**src/rtl/mdu_pkg.sv**
```systemverilog
// Shared encodings for the iterative multiply/divide unit.
// MDUOp select codes and the mdu FSM state encoding.
package mdu_pkg;

  typedef enum logic [1:0] {
    MDUOp_MULT  = 2'b00,
    MDUOp_MULTU = 2'b01,
    MDUOp_DIV   = 2'b10,
    MDUOp_DIVU  = 2'b11
  } mduop_e;

  typedef enum logic [1:0] {
    MDU_IDLE = 2'b00,
    MDU_RUN  = 2'b01,
    MDU_FIN  = 2'b10
  } mdu_state_e;

endpackage

```
**src/rtl/mdu_step.sv**
```systemverilog
// One radix-2 iteration: mult add-shift or restoring div sub-shift.
// div=0: acc={partial,multiplier}; div=1: acc[W-1:0]=dividend/quotient, rem=partial remainder.
module mdu_step #(
  parameter int W = 32
) (
  input  logic           div,
  input  logic [W-1:0]   m,
  input  logic [2*W-1:0] acc,
  input  logic [W-1:0]   rem,
  output logic [2*W-1:0] acc_n,
  output logic [W-1:0]   rem_n
);

  logic [W:0]   sum;
  logic [W:0]   sh;
  logic [W-1:0] diff;
  logic         ok;

  always_comb begin
    sum   = {1'b0, acc[2*W-1:W]} + (acc[0] ? {1'b0, m} : '0);
    // 33-bit partial remainder: remainder shifted left, next dividend bit in
    sh    = {rem, acc[W-1]};
    ok    = sh >= {1'b0, m};
    // when ok the true difference is below m, so W bits hold it exactly
    diff  = sh[W-1:0] - m;
    acc_n = acc;
    rem_n = rem;
    if (div) begin
      rem_n = ok ? diff : sh[W-1:0];
      acc_n = {acc[2*W-1:W], acc[W-2:0], ok};
    end else begin
      acc_n = {sum, acc[W-1:1]};
    end
  end

endmodule

```
**src/rtl/mdu.sv**
```systemverilog
// Iterative MULT/MULTU/DIV/DIVU unit with HI/LO registers and MTHI/MTLO.
// Ports: clk, rst, start, MDUOp, A, B, hi_we, lo_we -> busy, done, HI, LO.
module mdu
  import mdu_pkg::*;
#(
  parameter int WIDTH = 32
) (
  input  logic             clk,
  input  logic             rst,
  input  logic             start,
  input  logic [1:0]       MDUOp,
  input  logic [WIDTH-1:0] A,
  input  logic [WIDTH-1:0] B,
  input  logic             hi_we,
  input  logic             lo_we,
  output logic             busy,
  output logic             done,
  output logic [WIDTH-1:0] HI,
  output logic [WIDTH-1:0] LO
);

  localparam int W    = WIDTH;
  localparam int ITER = WIDTH;
  localparam int CW   = $clog2(ITER);

  mdu_state_e state_q, state_d;

  logic [CW-1:0]  cnt_q;
  logic           div_q;
  logic           neg_q;
  logic           nega_q;
  logic           bz_q;
  logic [W-1:0]   m_q;
  logic [2*W-1:0] acc_q;
  logic [W-1:0]   rem_q;
  logic [W-1:0]   hi_q;
  logic [W-1:0]   lo_q;
  logic           done_q;

  logic           sgn;
  logic           sa;
  logic           sb;
  logic [W-1:0]   ma;
  logic [W-1:0]   mb;
  logic [2*W-1:0] acc_n;
  logic [W-1:0]   rem_n;
  logic [2*W-1:0] prod;
  logic [W-1:0]   lo_div;
  logic [W-1:0]   hi_div;

  assign sgn = ~MDUOp[0];
  assign sa  = sgn & A[W-1];
  assign sb  = sgn & B[W-1];
  assign ma  = sa ? -A : A;
  assign mb  = sb ? -B : B;

  mdu_step #(.W(W)) u_step (
    .div  (div_q),
    .m    (m_q),
    .acc  (acc_q),
    .rem  (rem_q),
    .acc_n(acc_n),
    .rem_n(rem_n)
  );

  // divide by zero leaves quotient all ones; keep it unsigned
  assign prod   = neg_q ? -acc_q : acc_q;
  assign lo_div = (neg_q && !bz_q) ? -acc_q[W-1:0] : acc_q[W-1:0];
  assign hi_div = nega_q ? -rem_q : rem_q;

  always_ff @(posedge clk) begin
    if (rst) state_q <= MDU_IDLE;
    else     state_q <= state_d;
  end

  always_comb begin
    state_d = state_q;
    unique case (state_q)
      MDU_IDLE: if (start) state_d = MDU_RUN;
      MDU_RUN:  if (cnt_q == CW'(ITER - 1)) state_d = MDU_FIN;
      MDU_FIN:  state_d = MDU_IDLE;
      default:  state_d = MDU_IDLE;
    endcase
  end

  always_ff @(posedge clk) begin
    if (rst) begin
      cnt_q  <= '0;
      div_q  <= 1'b0;
      neg_q  <= 1'b0;
      nega_q <= 1'b0;
      bz_q   <= 1'b0;
      m_q    <= '0;
      acc_q  <= '0;
      rem_q  <= '0;
      hi_q   <= '0;
      lo_q   <= '0;
      done_q <= 1'b0;
    end else begin
      done_q <= 1'b0;
      unique case (state_q)
        MDU_IDLE: begin
          if (start) begin
            cnt_q  <= '0;
            div_q  <= MDUOp[1];
            neg_q  <= sa ^ sb;
            nega_q <= sa;
            bz_q   <= (B == '0);
            m_q    <= MDUOp[1] ? mb : ma;
            acc_q  <= {{W{1'b0}}, (MDUOp[1] ? ma : mb)};
            rem_q  <= '0;
          end else begin
            if (hi_we) hi_q <= A;
            if (lo_we) lo_q <= A;
          end
        end
        MDU_RUN: begin
          acc_q <= acc_n;
          rem_q <= rem_n;
          cnt_q <= cnt_q + 1'b1;
        end
        MDU_FIN: begin
          hi_q   <= div_q ? hi_div : prod[2*W-1:W];
          lo_q   <= div_q ? lo_div : prod[W-1:0];
          done_q <= 1'b1;
        end
        default: ;
      endcase
    end
  end

  assign busy = (state_q != MDU_IDLE);
  assign done = done_q;
  assign HI   = hi_q;
  assign LO   = lo_q;

endmodule

```
**config.mk**
```make
export PLATFORM = sky130hd
export DESIGN_NAME = mdu
export DESIGN_NICKNAME = d
export VERILOG_FILES = /design/src/rtl/mdu_pkg.sv /design/src/rtl/mdu_step.sv /design/src/rtl/mdu.sv
export SDC_FILE = /design/constraint.sdc
export NUM_CORES = 1
export LEC_CHECK = 0
export CAP_MARGIN = 20
export CORE_UTILIZATION = 45
export DETAILED_ROUTE_END_ITERATION = 8
export PLACE_DENSITY_LB_ADDON = 0.3
export SETUP_SLACK_MARGIN = 0.05
export SLEW_MARGIN = 15
export SYNTH_ARGS = -nofsm -noshare
export SYNTH_HDL_FRONTEND = slang
export SYNTH_SLANG_ARGS = --single-unit
```
**constraint.sdc**
```tcl
create_clock -name clk -period 5.45 [get_ports clk]
set_input_delay 1.09 -clock clk [delete_from_list [all_inputs] [get_ports clk]]
set_output_delay 1.09 -clock clk [all_outputs]
set_load 0.01 [all_outputs]
```
* Word-level counts from Yosys, hierarchy flattened
Cells that the tools add are included.
W data, S select, Z words.
** Storage, ports and cells
- Flip-flop bits (word level) :: 204
- Input port bits :: 71
** Operators by class
- Mux-type cells :: 29
- Equal/unequal tests :: 10
- Add/subtract/negate cells :: 8
- Magnitude comparators :: 1
- Bitwise gates (word level) :: 4
- Reductions and logical operators :: 14
** Operators with widths (number)
- $mux W32 :: 16
- $mux W64 :: 3
- $pmux W32 S2 :: 3
- $neg A32 Y32 :: 4
- $pmux W64 S2 :: 1
- $neg A64 Y64 :: 1
- $add A32 B33 Y33 :: 1
- $ge A33 B32 Y1 :: 1
- $logic_not A32 Y1 :: 1
- $sub A32 B32 Y32 :: 1
- $ne A2 B2 Y1 const B :: 7
- $reduce_and A3 Y1 :: 4
- $pmux W5 S2 :: 1
- $reduce_and A2 Y1 :: 3
- $reduce_bool A2 Y1 :: 3
- $add A5 B1 Y5 const B :: 1
- $eq A5 B5 Y1 const B :: 1
- $mux W5 :: 1
- $mux W2 :: 2
- $pmux W2 S2 :: 1
- $and A1 B1 Y1 :: 2
- $eq A2 B1 Y1 const B :: 1
- $eq A2 B2 Y1 const B :: 1
- $logic_not A2 Y1 :: 1
- 5 further kinds :: 5

* Depth between registers and ports, before layout
Gate-level depths: netlist of run 1.
- Word-level depth :: 6
- Mapped depth :: 15
- Depth with buffers taken out :: 13

* Modules after synthesis
From an unflattened synthesis of run 1, not the netlist that was laid out.
** Unflattened totals
- Cells, all modules :: 2328
- Area, all modules :: 17167.7 µm²
** Modules (own cells, without submodules)
- mdu :: instances 1, cells each 1600, sequential area each 4083.9 µm², area each 12351.8 µm²
- mdu_step :: instances 1, cells each 728, sequential area each 0.0 µm², area each 4815.9 µm²

* Least setup slack after synthesis of run 1
OpenSTA, ideal clock, no wires.
- Path kind :: input-to-reg
- Start point :: input port B[9]
- End point :: register acc_q[16]
- Stages on the path :: 10
- Data required time :: 5.364 ns
- Library setup time :: 0.086 ns
- Arrival time :: 3.474 ns
- Slack :: 1.890 ns
- Cells stage by stage :: or4_1 -> or4_1 -> or3_1 -> clkbuf_1 -> o31ai_1 -> xnor2_1 -> nor2_1 -> a211oi_1 -> a211oi_1 -> a211oi_1
** Between the ends
- Cells in the longest elaborated chain, start to end :: 5
** RTL lines
- start: declaration :: RTL line mdu.sv:13 : input logic [WIDTH-1:0] B,
- $neg A32 Y32 :: RTL line mdu.sv:55 : assign mb = sb ? -B : B;
- $mux W32 :: RTL line mdu.sv:55
- $mux W32 :: RTL line mdu.sv:110 : acc_q <= {{W{1'b0}}, (MDUOp[1] ? ma : mb)};
- $mux W64 :: RTL line mdu.sv:103 : if (start) begin
- $pmux W64 S2 :: RTL line mdu.sv:101 : unique case (state_q)
- end signal: assignment :: RTL line mdu.sv:110
- end signal: assignment :: RTL line mdu.sv:118 : acc_q <= acc_n;
- end: declaration :: RTL line mdu.sv:34 : logic [2*W-1:0] acc_q;
No other way between the ends. The select of a mux whose other input is x is not followed.
A chain may end at the register's enable or synchronous reset.

* Worst setup path after layout of run 1
- Start point :: register acc_q[17]
- End point :: register hi_q[22] (netlist: HI[22])
** Between the ends
- Cells in the longest elaborated chain, start to end :: 4
** RTL lines
- $neg A64 Y64 :: RTL line mdu.sv:67 : assign prod = neg_q ? -acc_q : acc_q;
- $mux W64 :: RTL line mdu.sv:67
- $mux W32 :: RTL line mdu.sv:123 : hi_q <= div_q ? hi_div : prod[2*W-1:W];
- $pmux W32 S2 :: RTL line mdu.sv:101
- end signal: assignment :: RTL line mdu.sv:123
- end: declaration :: RTL line mdu.sv:36 : logic [W-1:0] hi_q;
No other way between the ends.

==> results of run 1 <==
cell usage in the layout, fill, tap and decap left out, types with 8 or more instances in the layout:
master	Yosys	final
nand2_1	230	229
nor2_1	221	219
dfxtp_1	204	203
a21oi_1	171	171
o21ai_0	151	151
clkdlybuf4s50_1	0	134
xnor2_1	116	116
xor2_1	83	83
ha_1	70	70
inv_1	64	64
a211oi_1	63	62
o31ai_1	55	55
nor3_1	44	44
mux2i_1	42	42
a222oi_1	32	32
o211ai_1	30	30
buf_4	0	28
clkbuf_16	0	27
nand3_1	26	26
nand2b_1	25	25
or4_1	21	21
a31oi_1	21	21
a21o_1	21	21
o41ai_1	19	19
a32oi_1	17	17
nor2b_1	17	15
or3_1	14	14
nor4_1	13	13
nand4_1	12	12
a22oi_1	12	12
o21a_1	10	10
or2_2	9	9
a311oi_1	8	8
o21bai_1	9	8
a221oi_1	8	8
worst reg2reg max path, cell delays in order (launching register included):
cell and delay [ns]:
dfxtp_1 0.37, or3_1 0.46, nor4_1 0.83, nand4_1 0.34, inv_1 0.30, nand4b_1 0.43
o311a_2 0.49, o21ai_0 0.19, o311ai_0 0.21, a311oi_1 0.33
worst min-delay path by stage:
stage / from / cells past startpoint / slack [ns] / endpoint
5_1_grt: m_q[2] / 2 / 0.47 / m_q[2]
4_1_cts: m_q[29] / 2 / 0.46 / m_q[29]
2_1_floorplan: m_q[26] / 2 / 0.43 / m_q[26]
6_report: m_q[29] / 2 / 0.45 / m_q[29]
3_5_place_dp: m_q[29] / 2 / 0.45 / m_q[29]
3_3_place_gp: m_q[2] / 2 / 0.44 / m_q[2]
kinds of logic (layout without fill, tap and decap cells):
group | Yosys count | after routing | synth area share [%]
and+or+nand+nor | 670 | 670 | 19.83
muxes | 48 | 48 | 3.136
adders and majority gates | 72 | 72 | 5.887
AOI/OAI and AO/OA | 677 | 677 | 28.64
xor gates and xnor gates | 199 | 199 | 11.20
DFF | 204 | 204 | 26.25
buffers and inverters | 209 | 275 | 5.050
sequential cells by signal, summed over array words and instances (netlist names):
signal and flops:
state_q 2, nega_q 1, LO 32, done 1, rem_q 32, m_q 32
div_q 1, neg_q 1, HI 32, cnt_q 5, acc_q 64, bz_q 1
through the flow:
| stage | setup WS [ns] | cell area (sq um) | power (mW) | hold WS (ns) |
|---|---|---|---|---|
| 6_report | 1.414 | 18170 | 4.612 | 0.4508 |
| 5_1_grt | 1.065 | 18170 | 4.777 | 0.4729 |
| 4_1_cts | 1.537 | 18170 | 4.596 | 0.4565 |
| 3_5_place_dp | 1.124 | 17200 | 2.682 | 0.4468 |
| 3_3_place_gp | 1.205 | 17200 | 2.675 | 0.4408 |
| 2_1_floorplan | 1.890 | 15560 | 2.294 | 0.4319 |
area by class of cell:
type | instances | area [sq um]
clock buffer | 34 | 752.0
clock inverter | 14 | 210.2
fill | 3200 | 15620
inverter | 64 | 240.2
multi-input combinational | 1666 | 10760
sequential | 204 | 4085
tap | 448 | 560.5
timing repair buffer | 163 | 1556
metal layers:
layer | part of all wire [%] | vias up | track usage (%)
li1 | - | 7694 | -
met1 | 43 | 7957 | 45.84
met2 | 44 | 842 | 52.81
met3 | 10 | 103 | 5.166
met4 | 2.8 | 2 | 8.443
met5 | 0.015 | - | 0
power by group through the flow:
| stage | clock, mW | sequential (mW) | combinational [mW] |
|---|---|---|---|
| after global placement | 0 | 1.68 | 0.991 |
| after detailed placement | 0 | 1.69 | 0.996 |
| after floorplan | 0 | 1.65 | 0.647 |
| after CTS | 1.94 | 1.65 | 1.00 |
| final | 1.93 | 1.66 | 1.02 |
| after global routing | 2.01 | 1.67 | 1.10 |
==> results.py, run 1 <==
metrics = {
    "drt": {
        "wl_per_cell_um": 23.01,
        "initialDrtViolationCount": 2046,
        "drc": 0,
        "dr.pass1.iters": 7,
        "ant_nets": 0,
        "vias_per_cell": 6.401,
        "num_vias": 16600,
        "drt-total-wl_um": 59670,
    },
    "placement": {
        "dp_hpwl_um": 45130,
        "place_congestion": 0.9463,
        "port_buffers": 136,
        "dpl.cell_count": 2545,
    },
    "die": {
        "dieHeight_um": 187.9,
        "core_sq_um": 33780,
        "io_pins": 137,
        "initial_utilization_pct": 46.05,
        "die_area_sq_um": 35320,
        "fp-row-count": 67,
        "fp.dieW_um": 187.9,
    },
    "synth": {
        "ys_ff_latch": 204,
        "synth_top_flop_cell": "dfxtp_1",
        "synthTopCellsByArea": "dfxtp_1, xnor2_1, ha_1",
        "synth_warnings": 0,
        "syn_area_per_cell_sq_um": 7.484,
        "ys_async_sr_fraction_pct": 0,
        "synth_edf_count": 0,
        "synthTopCellsByCount": "nand2_1, nor2_1, dfxtp_1",
        "yosysSeqAreaShare_pct": 26.25,
        "synth_top_cell_by_area": "dfxtp_1",
        "synth_top_area_share_pct": 26.25,
        "synth.most_common_cell": "nand2_1",
        "synth_cell_types": 69,
        "synth.net_count": 2222,
        "syn_area_sq_um": 15560,
        "synthCells": 2079,
    },
    "grt": {
        "grt.overflow.total": 0,
        "grt_pass1_vias": 15430,
        "grt_max_degree": 76,
        "track_usage_pct": 32.96,
        "grt_first_pass_wirelength_um": 91430,
        "antenna_found_initial": 1,
    },
    "cts": {
        "numCtsBuffers": 26,
        "cts_tree": "done",
        "holdBufCountCts": 0,
        "ctsResizeCount": 0,
        "worstSkewPairLatency_ns": 0.55,
        "clock_path_buffers": 3,
        "htree_levels": 1,
        "postCtsSetupRepairBufs": 0,
        "clock-sinks": 204,
        "clk_pin_slew_ns": 0.06,
        "cts_root_buf": "clkbuf_16",
    },
    "power": {
        "pwr-share-clk_pct": 41.9,
        "peakVddDrop_v": 0.0002266,
        "power.share.combinational_pct": 22.2,
        "p_sw_mw": 1.451,
        "seqPwrFrac_pct": 35.9,
        "swShare_pct": 31.47,
        "p_leak_nw": 6.897,
        "cellInternalPower_mw": 3.161,
        "p_per_area_nw_per_um2": 253.9,
    },
    "worst_setup_path": {
        "start_kind": "flip-flop",
        "crit_start": "acc_q[17]",
        "worst-setup-path-type": "reg -> reg",
        "worstReg2RegEnd": "HI[22]",
        "cp.depth": 9,
        "rrSetupSlack_ns": 1.41,
        "cp_data_required_time_ns": 5.89,
        "reg2reg_from": "acc_q[17]",
        "critPathCaptureType": "flip-flop",
        "cpLargestDelayFamily": "simple AND/OR/NAND/NOR gates",
        "cp_max_fo": 9,
        "worst-path-buf-inv": 1,
        "r2r_cells": 9,
        "crit_arrival_ns": 4.48,
        "crit_path_end": "HI[22]",
        "worst_path_max_delay_cell": "nor4_1",
        "crit_path_max_incr_delay_ns": 0.83,
        "crit_path_cell_trace": "or3_1, nor4_1, nand4_1, inv_1, nand4b_1, o311a_2, o21ai_0, o311ai_0, a311oi_1",
    },
    "timing": {
        "fmax_mhz": 247.8,
        "hold_violations": 0,
        "timing.slew.headroom_pct": 21.80,
        "tns_ns": 0,
        "clock_skew_ns": 0.01737,
        "period_needed_ns": 4.036,
        "fin_crit_sh_pct": 74.06,
        "finalSetupViolCount": 0,
        "drv_slew": 0,
        "rsz0062_at_grt": "no",
        "worst_pin_slew_ns": 1.169,
    },
    "cells_and_area": {
        "nets": 2268,
        "antenna-diode-count": 0,
        "syn_to_final_growth_pct": 16.76,
        "final_cells": 2593,
        "fin_util_pct": 53.77,
        "drive_gt1_share_pct": 5.501,
    },
    "min_path": {
        "min_path_type": "reg -> reg",
    },
    "job": {
        "drv_cap": 0,
    },
    "outcome": {
        "outcome": "finished, final reports clean",
    },
}
Power figures use the tool's default switching activity.
==> run 2, diff against run 1 <==
- clock period: 5.45 -> 4.1 ns (I/O delays scaled with it)
==> results.py, run 2 (synthesis gave the netlist of run 1 again) <==
metrics = {
    "outcome": {
        "outcome": "finished, final reports clean",
    },
    "min_path": {
        "min_path_type": "reg -> reg",
        "worstHoldStart": "bz_q",
        "hold_end": "bz_q",
        "whs_path_depth": 2,
    },
    "drt": {
        "num_vias": 16820,
        "wl_per_cell_um": 22.95,
        "initialDrtViolationCount": 2106,
        "drt-total-wl_um": 60670,
        "dr.pass1.iters": 8,
        "drc": 0,
        "ant_nets": 0,
        "vias_per_cell": 6.360,
    },
    "grt": {
        "track_usage_pct": 33.37,
        "grt_pass1_vias": 15460,
        "antenna_found_initial": 0,
        "grt.overflow.total": 0,
        "grt_max_degree": 76,
        "grt_first_pass_wirelength_um": 92160,
    },
    "cts": {
        "clk_pin_slew_ns": 0.06,
        "postCtsSetupRepairBufs": 0,
        "htree_levels": 1,
        "worstSkewPairLatency_ns": 0.55,
        "clock-sinks": 204,
        "holdBufCountCts": 0,
        "numCtsBuffers": 25,
        "clock_path_buffers": 3,
        "cts_root_buf": "clkbuf_16",
        "ctsResizeCount": 0,
        "cts_tree": "done",
    },
    "worst_setup_path": {
        "reg2reg_from": "acc_q[0]",
        "cp_data_required_time_ns": 4.51,
        "crit_path_max_incr_delay_ns": 0.55,
        "worst-setup-path-type": "reg -> reg",
        "worstReg2RegEnd": "acc_q[62]",
        "rrSetupSlack_ns": 0.50,
        "r2r_cells": 12,
        "cp_max_fo": 18,
        "start_kind": "flip-flop",
        "crit_arrival_ns": 4.01,
        "crit_path_cell_trace": "inv_1, nor2_1, ha_1, o21ai_0, o21bai_1, o31a_1, a211oi_1, o21ai_0, a31o_2, a31oi_1, xor2_1, o21ai_0",
        "critPathCaptureType": "flip-flop",
        "cpMostUsedCell": "o21ai_0",
        "worst_path_max_delay_cell": "inv_1",
    },
    "cells_and_area": {
        "syn_to_final_growth_pct": 18.75,
        "largest_register_ffs": 64,
        "nets": 2320,
        "drive_gt1_share_pct": 7.559,
        "regMostFlops": "acc_q",
        "final_common_cell": "nand2_1",
        "fin_util_pct": 54.69,
        "final_cells": 2644,
        "stdcell_area_sq_um": 18480,
        "mostFrequentLayoutCells": "nand2_1, nor2_1, dfxtp_1, a21oi_1, o21ai_0",
        "antenna-diode-count": 0,
    },
    "timing": {
        "period_needed_ns": 3.597,
        "worst_pin_slew_ns": 1.018,
        "fin_crit_sh_pct": 87.74,
        "tns_ns": 0,
        "hold_slack_ns": 0.4558,
        "drv_slew": 0,
        "clock_skew_ns": 0.02471,
        "worst_slack_ns": 0.5026,
        "timing.slew.headroom_pct": 32.11,
        "hold_violations": 0,
        "fmax_mhz": 278.0,
        "rsz0062_at_grt": "no",
        "finalSetupViolCount": 0,
    },
    "die": {
        "initial_utilization_pct": 46.05,
        "core_sq_um": 33780,
        "fp.dieW_um": 187.9,
        "fp-row-count": 67,
        "dieHeight_um": 187.9,
        "die_area_sq_um": 35320,
        "io_pins": 137,
    },
    "placement": {
        "place_area_sq_um": 17590,
        "port_buffers": 136,
        "place_congestion": 0.9582,
        "dp_hpwl_um": 46460,
        "post-place-ws_ns": 0.1380,
        "dpl.cell_count": 2597,
    },
    "power": {
        "peakVddDrop_v": 0.0002954,
        "power_mw": 6.003,
        "p_per_area_nw_per_um2": 324.9,
        "p_leak_nw": 7.122,
    },
    "job": {
        "drv_cap": 0,
    },
}
[run 2: cell types whose count changed in the layout (fill, tap and decap cells not counted)]
| cell | change |
|---|---|
| buf_4 | +51 |
| clkinv_2 | +3 |
| clkbuf_16 | -2 |
| clkbuf_8 | -2 |
| nor2_1 | +2 |
| nor2_2 | -2 |
| buf_12 | +1 |
| buf_8 | +1 |
| bufinv_16 | -1 |
| clkbuf_1 | +1 |
| clkinvlp_4 | -1 |
| o21bai_2 | +1 |
| o21bai_4 | -1 |
[run 2: final cells by class]
cell class,instances,area [sq um]
fill,3199,15310
tap,448,560.5
timing repair buffer,216,1974
clock buffer,31,678.2
sequential,204,4085
clock inverter,15,187.7
inverter,64,240.2
multi-input combinational,1666,10750
[run 2: report_power, final]
group	internal, mW	switching [mW]
logic	0.557	0.865
registers	2.08	0.120
clock network	1.43	0.955
[run 2: layer usage]
metal	vias up	share of wire (%)	global-route usage (%)
li1	7783	-	-
met1	7971	43	47.38
met2	933	43	51.28
met3	129	10	5.241
met4	0	3.3	10.73
met5	-	0	0
[run 2: worst max-delay path: cells and delay by family (launching register included)]
kind / cells / cell delay [ns]
compound gates: 8 / 1.85
simple gates: 1 / 0.16
buf+inv: 1 / 0.55
flops: 1 / 0.31
fa+ha+maj: 1 / 0.40
xor+xnor: 1 / 0.18
[run 2: worst max-delay path by stage]
| stage | from | to | slack (ns) | depth (start not counted) |
|---|---|---|---|---|
| floorplan | B[9] | acc_q[16] | 0.81 | 10 |
| global placement | B[9] | acc_q[16] | 0.15 | 10 |
| global route | acc_q[0] | acc_q[62] | 0.33 | 12 |
| CTS | acc_q[0] | acc_q[62] | 0.60 | 12 |
| finish | acc_q[0] | acc_q[62] | 0.50 | 12 |
| detailed placement | B[9] | acc_q[16] | 0.14 | 10 |
